$ cat src/rtl/sn_pkg.sv
// Shared stochastic-number definitions: FSM states, bit-operation modes,
// default window length and the mode-dependent bit operation.
package sn_pkg;

  // Default number of valid stochastic samples per conversion window.
  localparam int SN_WIN_LEN = 16;

  // Converter control states. Encoding 2'd3 is unused and recovers to IDLE.
  typedef enum logic [1:0] {
    SN_ST_IDLE = 2'd0,
    SN_ST_ACC  = 2'd1,
    SN_ST_DONE = 2'd2
  } sn_state_e;

  // Bit-operation mode applied to the incoming stochastic streams.
  typedef logic [1:0] sn_mode_t;

  localparam sn_mode_t SN_MODE_PASS     = 2'd0;  // pass A
  localparam sn_mode_t SN_MODE_AND      = 2'd1;  // unipolar multiply
  localparam sn_mode_t SN_MODE_XNOR     = 2'd2;  // bipolar multiply
  localparam sn_mode_t SN_MODE_PASS_ALT = 2'd3;  // pass A (alias)

  // Stochastic-domain bit operation; unknown/alias modes fall back to pass A.
  function automatic logic sn_apply_op(input sn_mode_t mode,
                                       input logic     a,
                                       input logic     b);
    logic r;
    case (mode)
      SN_MODE_AND:  r = a & b;
      SN_MODE_XNOR: r = ~(a ^ b);
      default:      r = a;
    endcase
    return r;
  endfunction

endpackage

$ cat src/rtl/sn_to_bn_if.sv
// Handshake/data bundle between a stochastic source/consumer and sn_to_bn.
interface sn_to_bn_if #(
  parameter int CNT_W = 5
);
  import sn_pkg::*;

  logic             i_start;
  logic             i_stop;
  sn_mode_t         i_mode;
  logic             i_sn_a;
  logic             i_sn_b;
  logic             i_sn_valid;
  logic             i_ready;
  logic [CNT_W-1:0] o_count;
  logic             o_valid;
  logic             o_busy;

  // Side that feeds streams/control and consumes the result.
  modport master (
    output i_start, i_stop, i_mode, i_sn_a, i_sn_b, i_sn_valid, i_ready,
    input  o_count, o_valid, o_busy
  );

  // Converter side.
  modport slave (
    input  i_start, i_stop, i_mode, i_sn_a, i_sn_b, i_sn_valid, i_ready,
    output o_count, o_valid, o_busy
  );

endinterface

$ cat src/rtl/sn_bit_op.sv
// Combinational stochastic bit operation selected by mode.
module sn_bit_op
  import sn_pkg::*;
(
  input  sn_mode_t i_mode,
  input  logic     i_a,
  input  logic     i_b,
  output logic     o_bit
);

  assign o_bit = sn_apply_op(i_mode, i_a, i_b);

endmodule

$ cat src/rtl/sn_to_bn.sv
// Stochastic-to-binary converter: counts ones of the processed stream over a
// window of WIN_LEN valid samples and offers the count with a valid/ready
// handshake. All outputs come straight from registers or state decode.
module sn_to_bn
  import sn_pkg::*;
#(
  parameter int WIN_LEN = SN_WIN_LEN,
  parameter int CNT_W   = $clog2(WIN_LEN) + 1
) (
  input  logic       i_clk_sng,
  input  logic       i_rst_sng,
  sn_to_bn_if.slave  bus
);

  // Counter value seen on the sample that completes the window.
  localparam logic [CNT_W-1:0] LAST_SAMPLE = CNT_W'(WIN_LEN - 1);

  sn_state_e        state_q, state_d;
  sn_mode_t         mode_q,  mode_d;
  logic [CNT_W-1:0] acc_q,   acc_d;
  logic [CNT_W-1:0] cnt_q,   cnt_d;
  logic [CNT_W-1:0] count_q, count_d;
  logic             valid_q, valid_d;

  logic             proc_bit;
  logic             sample_ok;
  logic             last_sample;
  logic [CNT_W-1:0] acc_inc;

  // Bit operation always uses the mode latched at start, never the live input.
  sn_bit_op u_bit_op (
    .i_mode (mode_q),
    .i_a    (bus.i_sn_a),
    .i_b    (bus.i_sn_b),
    .o_bit  (proc_bit)
  );

  assign sample_ok   = (state_q == SN_ST_ACC) && bus.i_sn_valid;
  assign last_sample = sample_ok && (cnt_q == LAST_SAMPLE);
  assign acc_inc     = acc_q + {{(CNT_W-1){1'b0}}, proc_bit};

  // State and datapath registers; reset discards any window in flight.
  always_ff @(posedge i_clk_sng or posedge i_rst_sng) begin
    if (i_rst_sng) begin
      state_q <= SN_ST_IDLE;
      mode_q  <= SN_MODE_PASS;
      acc_q   <= '0;
      cnt_q   <= '0;
      count_q <= '0;
      valid_q <= 1'b0;
    end else begin
      state_q <= state_d;
      mode_q  <= mode_d;
      acc_q   <= acc_d;
      cnt_q   <= cnt_d;
      count_q <= count_d;
      valid_q <= valid_d;
    end
  end

  // Next-state logic; stop takes priority over a completing sample.
  always_comb begin
    state_d = state_q;
    case (state_q)
      SN_ST_IDLE: begin
        if (bus.i_start) state_d = SN_ST_ACC;
      end
      SN_ST_ACC: begin
        if (bus.i_stop)       state_d = SN_ST_IDLE;
        else if (last_sample) state_d = SN_ST_DONE;
      end
      SN_ST_DONE: begin
        if (bus.i_ready) state_d = SN_ST_IDLE;
      end
      default: state_d = SN_ST_IDLE;
    endcase
  end

  // Accumulator, sample counter, mode latch and result register updates.
  always_comb begin
    mode_d  = mode_q;
    acc_d   = acc_q;
    cnt_d   = cnt_q;
    count_d = count_q;
    valid_d = valid_q;
    case (state_q)
      SN_ST_IDLE: begin
        if (bus.i_start) begin
          mode_d = bus.i_mode;
          acc_d  = '0;
          cnt_d  = '0;
        end
      end
      SN_ST_ACC: begin
        if (bus.i_stop) begin
          // Abort: drop the partial sum, keep the previous result untouched.
          acc_d = '0;
          cnt_d = '0;
        end else if (sample_ok) begin
          acc_d = acc_inc;
          cnt_d = cnt_q + 1'b1;
          if (last_sample) begin
            count_d = acc_inc;
            valid_d = 1'b1;
          end
        end
      end
      SN_ST_DONE: begin
        if (bus.i_ready) valid_d = 1'b0;
      end
      default: begin
        acc_d   = '0;
        cnt_d   = '0;
        valid_d = 1'b0;
      end
    endcase
  end

  // Outputs are register copies and a state decode only.
  always_comb begin
    bus.o_count = count_q;
    bus.o_valid = valid_q;
    bus.o_busy  = (state_q != SN_ST_IDLE);
  end

endmodule

$ cat src/flat_wrapper.sv
// flat-port wrapper written by rule: the top's interface ports become plain ports
module sn_to_bn_flat import sn_pkg::*;
#(
  parameter int WIN_LEN = SN_WIN_LEN,
  parameter int CNT_W   = $clog2(WIN_LEN) + 1
)
  (i_clk_sng, i_rst_sng, bus_i_start, bus_i_stop, bus_i_mode, bus_i_sn_a, bus_i_sn_b, bus_i_sn_valid, bus_i_ready, bus_o_count, bus_o_valid, bus_o_busy);
  sn_to_bn_if #(.CNT_W(CNT_W)) bus_i ();
  input  logic i_clk_sng;
  input  logic i_rst_sng;
  input wire logic [$bits(bus_i.i_start)-1:0] bus_i_start;
  input wire logic [$bits(bus_i.i_stop)-1:0] bus_i_stop;
  input wire logic [$bits(bus_i.i_mode)-1:0] bus_i_mode;
  input wire logic [$bits(bus_i.i_sn_a)-1:0] bus_i_sn_a;
  input wire logic [$bits(bus_i.i_sn_b)-1:0] bus_i_sn_b;
  input wire logic [$bits(bus_i.i_sn_valid)-1:0] bus_i_sn_valid;
  input wire logic [$bits(bus_i.i_ready)-1:0] bus_i_ready;
  output wire logic [$bits(bus_i.o_count)-1:0] bus_o_count;
  output wire logic [$bits(bus_i.o_valid)-1:0] bus_o_valid;
  output wire logic [$bits(bus_i.o_busy)-1:0] bus_o_busy;
  assign bus_i.i_start = bus_i_start;
  assign bus_i.i_stop = bus_i_stop;
  assign bus_i.i_mode = bus_i_mode;
  assign bus_i.i_sn_a = bus_i_sn_a;
  assign bus_i.i_sn_b = bus_i_sn_b;
  assign bus_i.i_sn_valid = bus_i_sn_valid;
  assign bus_i.i_ready = bus_i_ready;
  assign bus_o_count = bus_i.o_count;
  assign bus_o_valid = bus_i.o_valid;
  assign bus_o_busy = bus_i.o_busy;
  sn_to_bn #(.WIN_LEN(WIN_LEN), .CNT_W(CNT_W)) u_core (.i_clk_sng(i_clk_sng), .i_rst_sng(i_rst_sng), .bus(bus_i));
endmodule
$ cat config.mk
export PLATFORM = sky130hd
export DESIGN_NAME = sn_to_bn_flat
export DESIGN_NICKNAME = d
export VERILOG_FILES = /design/src/rtl/sn_pkg.sv /design/src/rtl/sn_to_bn_if.sv /design/src/rtl/sn_bit_op.sv /design/src/rtl/sn_to_bn.sv /design/src/flat_wrapper.sv
export SDC_FILE = /design/constraint.sdc
export NUM_CORES = 1
export LEC_CHECK = 0
export CORE_UTILIZATION = 30
export DETAILED_ROUTE_END_ITERATION = 16
export GPL_ROUTABILITY_DRIVEN = 0
export SLEW_MARGIN = 0
export SYNTH_ARGS = -nofsm -noshare
export SYNTH_HDL_FRONTEND = slang
export SYNTH_HIERARCHICAL = 1
export SYNTH_SLANG_ARGS = --single-unit
$ cat constraint.sdc
create_clock -name i_clk_sng -period 2 [get_ports i_clk_sng]
set_input_delay 0.5 -clock i_clk_sng [delete_from_list [all_inputs] [get_ports i_clk_sng]]
set_output_delay 0.5 -clock i_clk_sng [all_outputs]
set_load 0.01 [all_outputs]
Word-level counts from Yosys, hierarchy flattened
Cells that the tools add are included.

storage, ports and cells
  flip-flop bits (word level) = 20
  bits of input ports = 10
  output and inout port bits = 7
  word-level logic and storage cells = 53

operators by class
  add/subtract/negate cells = 2
  equality and inequality tests = 12
  multiplexer cells = 18
  bitwise operators = 6
  reductions and logical operators = 9

operators with widths
  kind                                           count
  one-hot mux 5 bit (3 select lines)             2
  2-to-1 mux 5 bit                               5
  2-to-1 mux 2 bit                               4
  != test 2 bit, second input constant           3
  != test 3 x 2 -> 1 bit, second input constant  2
  one-hot mux 2 bit (3 select lines)             1
  AND reduction 3 bit                            2
  adder 5 x 1 -> 5 bit                           1
  adder 5 x 1 -> 5 bit, second input constant    1
  == test 5 x 4 -> 1 bit, second input constant  1
  AND reduction 5 bit                            1
  == test 2 x 1 -> 1 bit, second input constant  2
  == test 2 bit, second input constant           2
  2-to-1 mux 1 bit                               4
  != test 2 x 1 -> 1 bit, second input constant  2
  inverter 1 bit                                 4
  AND reduction 4 bit                            1
  one-hot mux 1 bit (3 select lines)             1
  logical AND 1 bit                              2
  zero test 2 bit                                1
  one-hot mux 1 bit (2 select lines)             1
  AND reduction 2 bit                            1
  nonzero test 2 bit                             1
  AND 1 bit                                      1
  bitwise XOR 1 bit                              1

Logic depth before layout (Yosys ltp)
  depth after elaboration = 7
  gate-level depth with buffers = 9
  depth with buffers taken out = 9

Hierarchy
Netlist, hierarchy kept.

by module, submodules not included
  module     times used  cells each  area an instance (µm²)  seq. area each (µm²)
  sn_to_bn   1           95          1069.8                  500.5
  sn_bit_op  1           10          71.3                    0.0

Least setup slack after synthesis
Ideal clock, no wire load.

  kind = input port to flip-flop
  start = in bus_i_sn_a
  end = reg u_core.count_q[4] (netlist: u_core/bus.o_count[4])
  library setup time = 0.125 ns
  arrival = 1.931 ns
  required time = 1.875 ns
  path slack = -0.055 ns
  stages = 8
  path buffers = 0
  cells stage by stage = ha_1 -> nand2b_1 -> a31oi_1 -> ha_1 -> ha_1 -> nand3_1 -> xnor2_1 -> mux2_2

on the way
  cells in the longest elaborated chain, start to end = 4
  elaborated cells between the ends (all ways) = 5
  those cells by class = add/sub: 1; mux: 1; bitwise: 3

ends and longest elaborated chain
  element                               line                RTL
  start, declared                       flat_wrapper.sv:14  input wire logic [$bits(bus_i.i_sn_a)-1:0] bus_i_sn_a;
  bitwise XOR 1 bit                     sn_pkg.sv:30        SN_MODE_XNOR: r = ~(a ^ b);
  inverter 1 bit                        sn_pkg.sv:30
  one-hot mux 1 bit (2 select lines) *  sn_pkg.sv:28        case (mode)
  net u_core.proc_bit                   sn_to_bn.sv:25      logic proc_bit;
  adder 5 x 1 -> 5 bit *                sn_to_bn.sv:40      assign acc_inc = acc_q + {{(CNT_W-1){1'b0}}, proc_bit};
  end signal, assigned                  sn_to_bn.sv:56      count_q <= count_d;
  end, declared                         sn_to_bn.sv:22      logic [CNT_W-1:0] count_q, count_d;

Mark *: on every way through the listed nets, which the timed path passes. The rest lies on a longest branch.
A chain may end at the register's enable or synchronous reset.

Final worst setup path
  start = reg u_core.mode_q[1]
  end = reg u_core.count_q[4] (netlist: u_core/bus.o_count[4])

on the way
  cells in the longest elaborated chain, start to end = 3
  elaborated cells between the ends (all ways) = 4
  those cells by class = add/sub: 1; eq/ne: 2; mux: 1

ends and longest elaborated chain
  element                                                  line            RTL
  start, declared                                          sn_to_bn.sv:19  sn_mode_t mode_q, mode_d;
  start signal, assigned                                   sn_to_bn.sv:53  mode_q <= mode_d;
  == test 2 bit or == test 2 x 1 -> 1 bit (tied branches)  sn_pkg.sv:28
  one-hot mux 1 bit (2 select lines) *                     sn_pkg.sv:28
  net u_core.proc_bit                                      sn_to_bn.sv:25
  adder 5 x 1 -> 5 bit *                                   sn_to_bn.sv:40

Marked as above.

==> flow_metrics.tcl <==
set metrics [dict create \
    status "finished clean" \
    synth.top_cells.by_area "dfrtp_1 44%, ha_1 7.7%, mux2_2 6.9%" \
    hold_path_class "register to register" \
    timing.rr.start "u_core/mode_q[1]$_DFFE_PP0P_" \
    fmax_mhz 518 \
    yosys_register_bits 20 \
    period_share 0.965 \
    holdPathStages 1 \
    async_flop_share 1.00 \
    end_kind "register" \
    cp_max_fo 3 \
    first_pass_iters 4 \
    path_cells "ha_4 -> nor2b_4 -> a31oi_1 -> ha_2 -> ha_4 -> nand3_4 -> xnor2_2 -> mux2_4" \
    cts_tree "yes" \
    num_vias 874 \
    yosys_warnings 6 \
    core_sq_um 3660 \
    final_common_cell "dfrtp_1" \
    drtIter0Drc 9 \
    power_density_nw_per_um2 687 \
    die_h_um 63.7 \
    drv_slew 0 \
    wire_per_inst_um 12.4 \
    synth_cells 105 \
    grt_pass1_vias 905 \
    grt_max_degree 21 \
    finalCoreUtilization 0.431 \
    syn_area_per_cell_sq_um 10.9 \
    fin_worst_hold_slack_ns 0.494 \
    worstMarginPinSlew_ns 0.378 \
    nFillCells 357 \
    relSlewSlack 0.747 \
    rsz0062_at_grt "no" \
    hpwlAfterDp_um 1640 \
    setup_viol 0 \
    gr-usage-all-layers 0.125 \
    rows 22 \
    io_pins 17 \
    ctsLongestPathBuffers 2 \
    final_area_sq_um 1580 \
    path_class "register to register" \
    synth_fp_nets 122 \
    p_total_mw 1.08 \
    syn2layout_area_growth_pct 38.2 \
    root_buffer "clkbuf_8" \
    cts_inserted_buffers 3 \
    cts_setup_buffers 0 \
    skew_ns 0.00170 \
    n_antenna_cell 0 \
    min_from "u_core/bus.o_valid$_DFFE_PP0P_" \
    antenna_found_initial 0 \
    final_cell_mix "20 x dfrtp_1, 14 x clkdlybuf4s50_1, 11 x buf_4, 9 x nand3_1" \
    grt_pass1_wl_um 3950 \
    reg2reg_depth 8 \
    post_dp_cell_area_sq_um 1470 \
    htreeDepth 1 \
    start_util 0.312 \
    synth_area_sq_um 1140 \
    critPathSlowestCell "dfrtp_1" \
    vias_per_cell 4.78 \
    totalWireLength_um 2270 \
    arrival_ns 2.07 \
    place.port_buffers 16 \
    seq_area_frac_synth 0.439 \
    die_area_sq_um 4050 \
    die_w_um 63.7 \
    synthDistinctLibCells 34 \
    slowest_delay_ns 0.42 \
    synth_largest_area_cell "dfrtp_1" \
    tns_ns 0 \
    clk_latency_ns 0.26 \
    cp-start-kind "register" \
    cp.required_ns 2.14 \
    vdd_drop_max_mv 0.538 \
    overflow 0 \
    synth_edf_count 0 \
    clock_sinks 20 \
    drive_gt1_frac 0.311 \
    ant_nets 0 \
    leakage_nw 0.727 \
    hold_viol_final 0 \
    cts_hold_buffers 0 \
    period_needed_ns 1.93 \
    cts.clk_slew.worst_paths_ns 0.07 \
    startpoint "u_core/mode_q[1]$_DFFE_PP0P_" \
    ys.flop_type "dfrtp_1" \
    drv_cap 0 \
    synth_top_area_frac 0.439 \
    critPathMostFrequentCell "ha_4" \
    nets 153 \
    drc 0 \
]
what timing repair did:
item,CTS,global route
hold endpoints to repair,0,0
setup endpoints to repair,7,3
gates resized for setup,11,8
pin swaps,5,5
cloned,0,0
final timing paths:
check | endpoint | slack (ns)
min | u_core/bus.o_valid$_DFFE_PP0P_ | 0.49
min reg2reg | u_core/bus.o_valid$_DFFE_PP0P_ | 0.49
max in group asynchronous | u_core/cnt_q[2]$_DFFE_PP0P_ | 1.20
min in group asynchronous | u_core/bus.o_count[2]$_DFFE_PP0P_ | 0.58
max | u_core/bus.o_count[4]$_DFFE_PP0P_ | 0.07
max reg2reg | u_core/bus.o_count[4]$_DFFE_PP0P_ | 0.07
metrics by stage:
stage          instances  setup slack [ns]
3_3_place_gp         179            -0.506
4_1_cts              183            0.0169
2_1_floorplan        105           0.00652
6_report             183            0.0707
3_5_place_dp         179            -0.532
5_1_grt              183        0.00000244
cells by family (layout without fill, tap and decap cells):
logic type                 count (synthesis)  count (layout)  synth area share
DFF                                       20              20             0.439
and+or+nand+nor                           38              38             0.205
buffers and inverters                     11              41            0.0559
AOI/OAI and AO/OA                         17              17             0.114
xor gates and xnor gates                   3               3            0.0230
muxes                                      9               9            0.0866
adders and majority gates                  7               7            0.0768
cell usage after synthesis, types with 2 or more instances:
cell type / n
dfrtp_1: 20
nand3_1: 10
ha_1: 7
inv_1: 7
mux2_2: 7
nand2_1: 6
nand2b_1: 6
o21ai_0: 4
buf_6: 3
nand3b_1: 3
nand4_1: 3
a21oi_1: 2
mux2i_1: 2
nor2_1: 2
o22ai_1: 2
o2bb2ai_1: 2
xnor2_1: 2
worst max-delay path: cells and delay by family, from the launching register on:
family,cells,cell delay (ns)
XOR/XNOR,1,0.15
AND/OR/NAND/NOR,2,0.20
AO/OA/AOI/OAI,1,0.14
adder cells (fa/ha/maj),3,0.65
multiplexers,1,0.25
flip-flops,1,0.42
registers in the layout, indices dropped and copies added, names as in the netlist:
name / flops
u_core/state_q: 2
u_core/cnt_q: 5
u_core/bus.o_valid: 1
u_core/bus.o_count: 5
u_core/acc_q: 5
u_core/mode_q: 2
layer usage:
| layer | global-route usage | vias up | wire (um) |
|---|---|---|---|
| met5 | 0 | - | 0 |
| li1 | - | 433 | - |
| met2 | 0.198 | 13 | 1080 |
| met1 | 0.161 | 424 | 1090 |
| met3 | 0.0380 | 4 | 66 |
| met4 | 0.0426 | 0 | 30 |
final cells by class:
| cell class | count | area, sq um | area share |
|---|---|---|---|
| Timing Repair Buffer | 30 | 284 | 0.180 |
| Sequential cell | 20 | 500 | 0.317 |
| Inverter | 7 | 26.3 | 0.0167 |
| Tap cell | 48 | 60.1 | 0.0381 |
| Clock buffer | 4 | 55.1 | 0.0349 |
| Multi-Input combinational cell | 74 | 651 | 0.413 |
power breakdown:
group          internal (mW)  total, mW  switching (mW)
Combinational          0.173      0.320           0.147
Clock                  0.175      0.301           0.126
Sequential             0.436      0.463          0.0264
Total                  0.784       1.08           0.300
(Power assumes the default switching activity.)
